## src/rtl/pcs_wb_responder.sv

```systemverilog
// pcs_wb_responder: memory-side responder for cache line writebacks.
// Latches one full line plus its line-aligned address, streams it out as
// BURST_WIDTH-bit beats under per-beat backpressure, then pulses mem_resp.
module pcs_wb_responder #(
  parameter int CACHE_LINE_SIZE = 256,
  parameter int BURST_WIDTH     = 64,
  parameter int ADDR_WIDTH      = 32
) (
  input  logic                       clk,
  input  logic                       rst_n,
  input  logic                       mem_write,
  input  logic [ADDR_WIDTH-1:0]      mem_addr,
  input  logic [CACHE_LINE_SIZE-1:0] mem_wdata,
  output logic                       mem_resp,
  output logic                       busy,
  output logic                       proto_err,
  output logic                       bmem_write,
  output logic [ADDR_WIDTH-1:0]      bmem_addr,
  output logic [BURST_WIDTH-1:0]     bmem_wdata,
  input  logic                       bmem_ready
);

  localparam int BEATS  = CACHE_LINE_SIZE / BURST_WIDTH;
  localparam int OFFSET = $clog2(CACHE_LINE_SIZE / 8);
  localparam int CNT_W  = $clog2(BEATS);
  localparam logic [CNT_W-1:0] LAST_BEAT = CNT_W'(BEATS - 1);

  typedef enum logic [1:0] {
    IDLE  = 2'd0,
    BURST = 2'd1,
    RESP  = 2'd2
  } state_t;

  state_t                     state_q, state_d;
  logic [CNT_W-1:0]           cnt_q, cnt_d;
  logic [CACHE_LINE_SIZE-1:0] line_q, line_d;
  logic [ADDR_WIDTH-1:0]      addr_q, addr_d;
  logic                       err_q, err_d;

  // Byte-offset bits of the request address never reach the bus.
  logic unused_addr_bits;
  assign unused_addr_bits = ^mem_addr[OFFSET-1:0];

  // Slice the latched line into beats; beat 0 is the least-significant slice.
  logic [BURST_WIDTH-1:0] beat_w [BEATS];
  generate
    for (genvar gi = 0; gi < BEATS; gi++) begin : g_beat
      assign beat_w[gi] = line_q[gi*BURST_WIDTH +: BURST_WIDTH];
    end
  endgenerate

  // State, beat counter, line/address registers and the sticky error flag.
  always_ff @(posedge clk or negedge rst_n) begin
    if (!rst_n) begin
      state_q <= IDLE;
      cnt_q   <= '0;
      line_q  <= '0;
      addr_q  <= '0;
      err_q   <= 1'b0;
    end else begin
      state_q <= state_d;
      cnt_q   <= cnt_d;
      line_q  <= line_d;
      addr_q  <= addr_d;
      err_q   <= err_d;
    end
  end

  // Next-state logic: accept in IDLE, stream beats in BURST, pulse in RESP.
  always_comb begin
    state_d = state_q;
    cnt_d   = cnt_q;
    line_d  = line_q;
    addr_d  = addr_q;
    err_d   = err_q;

    case (state_q)
      IDLE: begin
        if (mem_write) begin
          line_d  = mem_wdata;
          addr_d  = {mem_addr[ADDR_WIDTH-1:OFFSET], {OFFSET{1'b0}}};
          cnt_d   = '0;
          state_d = BURST;
        end
      end
      BURST: begin
        if (bmem_ready) begin
          if (cnt_q == LAST_BEAT) begin
            state_d = RESP;
          end else begin
            cnt_d = cnt_q + 1'b1;
          end
        end
      end
      RESP: begin
        state_d = IDLE;
      end
      default: begin
        state_d = IDLE;
      end
    endcase

    // A request arriving while a line is still in flight is dropped and flagged.
    if (mem_write && (state_q != IDLE)) begin
      err_d = 1'b1;
    end
  end

  // Every output comes straight from registers; nothing from mem_* reaches them.
  assign mem_resp   = (state_q == RESP);
  assign busy       = (state_q != IDLE);
  assign proto_err  = err_q;
  assign bmem_write = (state_q == BURST);
  assign bmem_addr  = addr_q;
  assign bmem_wdata = beat_w[cnt_q];

endmodule

```

## config.mk

```make
export PLATFORM = sky130hd
export DESIGN_NAME = pcs_wb_responder
export DESIGN_NICKNAME = d
export VERILOG_FILES = /design/src/rtl/pcs_wb_responder.sv
export SDC_FILE = /design/constraint.sdc
export NUM_CORES = 1
export LEC_CHECK = 0
export CAP_MARGIN = 40
export CORE_MARGIN = 1
export CORE_UTILIZATION = 52
export CTS_BUF_LIST = sky130_fd_sc_hd__clkbuf_16
export CTS_CLUSTER_SIZE = 10
export DETAILED_ROUTE_END_ITERATION = 16
export PLACE_DENSITY = 0.95
export SETUP_SLACK_MARGIN = 0.2
export SLEW_MARGIN = 25
export SYNTH_ARGS = -nofsm -noshare
export SYNTH_HDL_FRONTEND = slang
export SYNTH_SLANG_ARGS = --single-unit
```

## constraint.sdc

```tcl
create_clock -name clk -period 5 [get_ports clk]
set_clock_uncertainty 0.05 [all_clocks]
set_input_delay 1 -clock clk [delete_from_list [all_inputs] [get_ports clk]]
set_output_delay 1 -clock clk [all_outputs]
set_load 0.02 [all_outputs]
```

# [Yosys cells after proc, flatten, opt, wreduce, memory -nomap -nowiden]
# Index checks and enable logic that the tools add are counted.
[totals] ff_bits=288 latchBits=0 mem_bits_rw=0 romBits=0 in_bits=292 word_cells=33 n_memories=0
[op_classes] add_sub_neg=1 n_mul=0 n_div=0 order_cmp=1 eq_ne=7 n_shift=0 muxes=11 bitwise_logic=1 n_reduce_logical=7
[op_table] op="$bmux 64 s2" count=1
[op_table] op="$mux 64" count=2
[op_table] op="$mux 2" count=6
[op_table] op="$pmux 2 s2" count=2
[op_table] op="$eq 2x2->1 const B" count=2
[op_table] op="$ne 2x1->1 const B" count=2
[op_table] op="$ne 2x2->1 const B" count=2
[op_table] op="$reduce_and 4->1" count=1
[op_table] op="$reduce_bool 2->1" count=2
[op_table] op="$ge 3x3->1 const B" count=1
[op_table] op="$not 2->3" count=1
[op_table] op="$reduce_and 3->1" count=1
[op_table] op="$add 2x1->2 const B" count=1
[op_table] op="$eq 2x1->1 const B" count=1
[op_table] op="$logic_not 2->1" count=1
[op_table] op="$reduce_and 2->1" count=1
[op_table] op="$logic_and 1x1->1" count=1

# [Depth between registers and ports, before layout]
[logic_depth] ltp_word=4 depth_mapped=6 ltp_nobuf=4

# [Worst setup path after synthesis]
# OpenSTA, ideal clock, no wires.
[synth_timing] path_kind="reg2out" from="register cnt_q[0]" to="output bmem_wdata[11]" arrival_time_ns=1.525 t_required_ns=3.950 setup_slack_ns=2.425 stages_incl_launch_ff=4 cell_sequence="dfrtp_1 buf_2 buf_2 mux4_2"
[synth_between] elab_chain_cells=4
[synth_lines] element="start, declared" line="35" text="logic [CNT_W-1:0] cnt_q, cnt_d;"
[synth_lines] element="start signal, assigned" line="62" text="cnt_q <= cnt_d;"
[synth_lines] element="$not 2->3 (implied by the code)" line="115" text="assign bmem_wdata = beat_w[cnt_q];"
[synth_lines] element="$bmux 64 s2" line="115"
[synth_lines] element="$mux 64 (implied by the code) (2 in a row)" line="115"
[synth_lines] element="end, declared" line="19" text="output logic [BURST_WIDTH-1:0] bmem_wdata,"
# Every way passes these cells. The select of a mux whose other input is x is not followed.

# [Final worst setup path]
[layout_timing] from="register cnt_q[0]" to="output bmem_wdata[13]"
# Same word-level chain as after synthesis.

==> metrics.md <==
| Metric | Value |
|---|---|
| Status | complete, no violations |
| Cell Area, Placed | 17,300 µm² |
| Syn. warnings | 0 |
| First-pass GRT wire length | 50,400 µm |
| Largest stage delay, worst path | 0.60 ns |
| Pre-antenna DRT Iters | 4 |
| Clock Path Buffers | 3 |
| Final hold vios | 0 |
| Initial DRC count | 334 |
| GRT Residual Overflow | 0 |
| Cell chain of the critical path | buf_12, mux4_2, clkdlybuf4s50_1 |
| Final worst path period share | 72.3% |
| Fin nets | 1,380 |
| CTS tree | yes |
| Worst Path Required | 3.95 ns |
| Post-synth cell types | 25 |
| Hold WC Path Type | primary input to asynchronous set/reset pin |
| CP Capture Type | primary output |
| Hpwl dp | 22,600 µm |
| LEAKAGE | 8.46 nW |
| Slew margin rel. | 57.9% |
| Total CTS buffers | 35 |
| Share of post-route cells with drive strength above 1 | 37.0% |
| Initial antenna violation count | 1 |
| Yosys top cell by area | dfrtp_1 |
| Max Cap Viol | 0 |
| Post-Syn Area | 13,500 µm² |
| Peak VDD IR | 0.465 mV |
| Slew Limit Fails | 0 |
| Hold buffers post-CTS | 0 |
| Crit-path max FO | 30 |
| Drt wl/cell | 23.2 µm |
| Die area | 26,600 µm² |
| Initial Util | 53.3% |
| Fmax | 277 MHz |
| Gr usage total | 25.1% |
| Mapped Avg Cell Area | 19.2 µm² |
| Synth-to-layout area growth | 35.8% |
| Sequential area share after synthesis | 53.4% |
| Final Cell Area | 18,300 µm² |
| Final setup violation count | 0 |
| # fillers | 1,527 |
| Vias | 7,732 |
| Largest net degree at the start of global routing | 136 |
| Post-CTS Resized | 0 |
| Cell Rows | 58 |
| Setup TNS Final | 0 ns |
| Unrepaired setup endpoints after global routing | false |
| Final min period | 3.61 ns |
| Seq. cell area | 7210 µm² |
| Clock Pin Slew Worst Setup and Hold Paths | 0.06 ns |
| Vias/cell | 5.42 |
| Crit path arrival time | 2.56 ns |
| Cell count after synthesis | 702 |
| Core Region | 25,300 µm² |
| Least-Margin Pin Slew | 0.631 ns |
| Post-CTS Setup Inserts | 0 |
| Synth top area cells | dfrtp_1, mux2_4, mux4_2, buf_12, mux2_2 |
| DRT antenna net count | 0 |
| CP max-delay cell | mux4_2 |
| Die span in x | 163 µm |
| Routed wire length | 33,200 µm |
| I/O pins | 392 |
| # H-tree levels | 2 |
| GPL Wtd Cong | 0.780 |
| Startpoint types | flop |
| Port bufs | 381 |
| CTS root buffer | clkbuf_16 |
| # clock sinks | 288 |
| Chip Height | 163 µm |
| Clk Latency, worst-skew pair | 0.49 ns |
| Count of state elements after synthesis | 288 |
| Area share of the largest cell type after synthesis | 53.4% |
| Crit path kind | flop to primary output |
| Vias in the first global route | 8,921 |
| Multi-input gate area | 5680 µm² |
| Cell Pwr Density | 678 nW/µm² |
| Total power | 12.4 mW |
| # DRC | 0 |
[Yosys cell counts]
library cell  count
conb_1            1
or2_2             1
buf_12           20
o21ai_0           1
mux2_2           35
buf_4             5
or3b_1            1
a311oi_1          1
inv_1             1
dfrtp_1         288
buf_6             7
a31o_2            1
ha_1              1
a21o_1            1
nand3_1           1
mux2_4          248
buf_2            10
buf_1             1
and3_1            1
buf_8             2
nor2b_1           2
nor2_1            2
clkbuf_1          6
mux4_2           64
or4bb_1           1
[cells by family (layout without fill, tap and decap cells)]
group           Yosys count  count (layout)  share of synthesized area [%]
buf+inv                  52             442                           4.64
simple gates              9               9                          0.426
other cells               1               6                         0.0278
mux                     347             347                           41.2
fa+ha+maj                 1               1                         0.0927
compound gates            4               4                          0.222
flops                   288             288                           53.4
[sequential cells by signal, summed over array words and instances, names as in the netlist]
signal     cells
line_q       256
proto_err      1
bmem_addr     27
cnt_q          2
state_q        2
[critical path: cells and delay by family, from the launching register on]
| family | cells | cell delay, ns |
|---|---|---|
| buffers and inverters | 2 | 0.89 |
| flip-flops | 1 | 0.58 |
| multiplexers | 1 | 0.60 |
[cell usage in the layout (no fill, tap or decap), types with 3 or more instances in the layout]
| cell | synthesis | routed |
|---|---|---|
| buf_12 | 20 | 6 |
| conb_1 | 1 | 5 |
| clkdlybuf4s50_1 | 0 | 380 |
| mux2_4 | 248 | 248 |
| buf_16 | 0 | 3 |
| buf_4 | 5 | 5 |
| mux2_2 | 35 | 35 |
| clkbuf_16 | 0 | 37 |
| mux4_2 | 64 | 64 |
| dfrtp_1 | 288 | 286 |
| inv_1 | 1 | 7 |
[layer usage]
layer  GRT usage (%)  part of all wire (%)
met1            28.7                    37
met2            43.8                    52
met3            6.91                   7.3
met4            11.6                   4.4
met5               0                     0
[worst paths after layout]
| kind | from | endpoint | slack [ns] | depth (start not counted) |
|---|---|---|---|---|
| worst max-delay path | cnt_q[0]$_DFFE_PN0P_ | bmem_wdata[13] | 1.39 | 3 |
| min in group clk | proto_err$_DFFE_PN0P_ | proto_err$_DFFE_PN0P_ | 0.42 | 1 |
| worst max register to register | state_q[0]$_DFFE_PN0P_ | line_q[140]$_DFFE_PN0P_ | 2.67 | 4 |
| worst min register to register | proto_err$_DFFE_PN0P_ | proto_err$_DFFE_PN0P_ | 0.42 | 1 |
| worst min-delay path | rst_n | line_q[185]$_DFFE_PN0P_ | 0.33 | 1 |
| max in group asynchronous | rst_n | line_q[18]$_DFFE_PN0P_ | 3.32 | 3 |
[layout make-up]
| type | instances | share of cell area [%] |
|---|---|---|
| clock inverters | 9 | 0.191 |
| well taps | 330 | 2.25 |
| multi-input cells | 366 | 31.0 |
| clock buffers | 37 | 5.05 |
| repair buffers | 395 | 22.1 |
| flip-flops and latches | 288 | 39.4 |
| inverters | 1 | 0.0205 |
| diodes | 1 | 0.0136 |
[through the flow]
stage | hold WS, ns | setup slack [ns] | instances | util (%)
final | 0.332 | 1.39 | 1427 | 72.4
after floorplan | 0.409 | 2.42 | 706 | -
after CTS | 0.424 | 0.812 | 1424 | 72.2
after global routing | 0.342 | 1.29 | 1427 | 72.4
after detailed placement | 0.412 | 1.39 | 1378 | 68.4
after global placement | 0.397 | 1.39 | 1376 | 68.2
[report_power, final]
part	switching, mW	internal, mW
clock network	0.894	1.30
registers	0.796	3.53
logic	2.20	3.71
total	3.89	8.54
(Power assumes the default switching activity.)
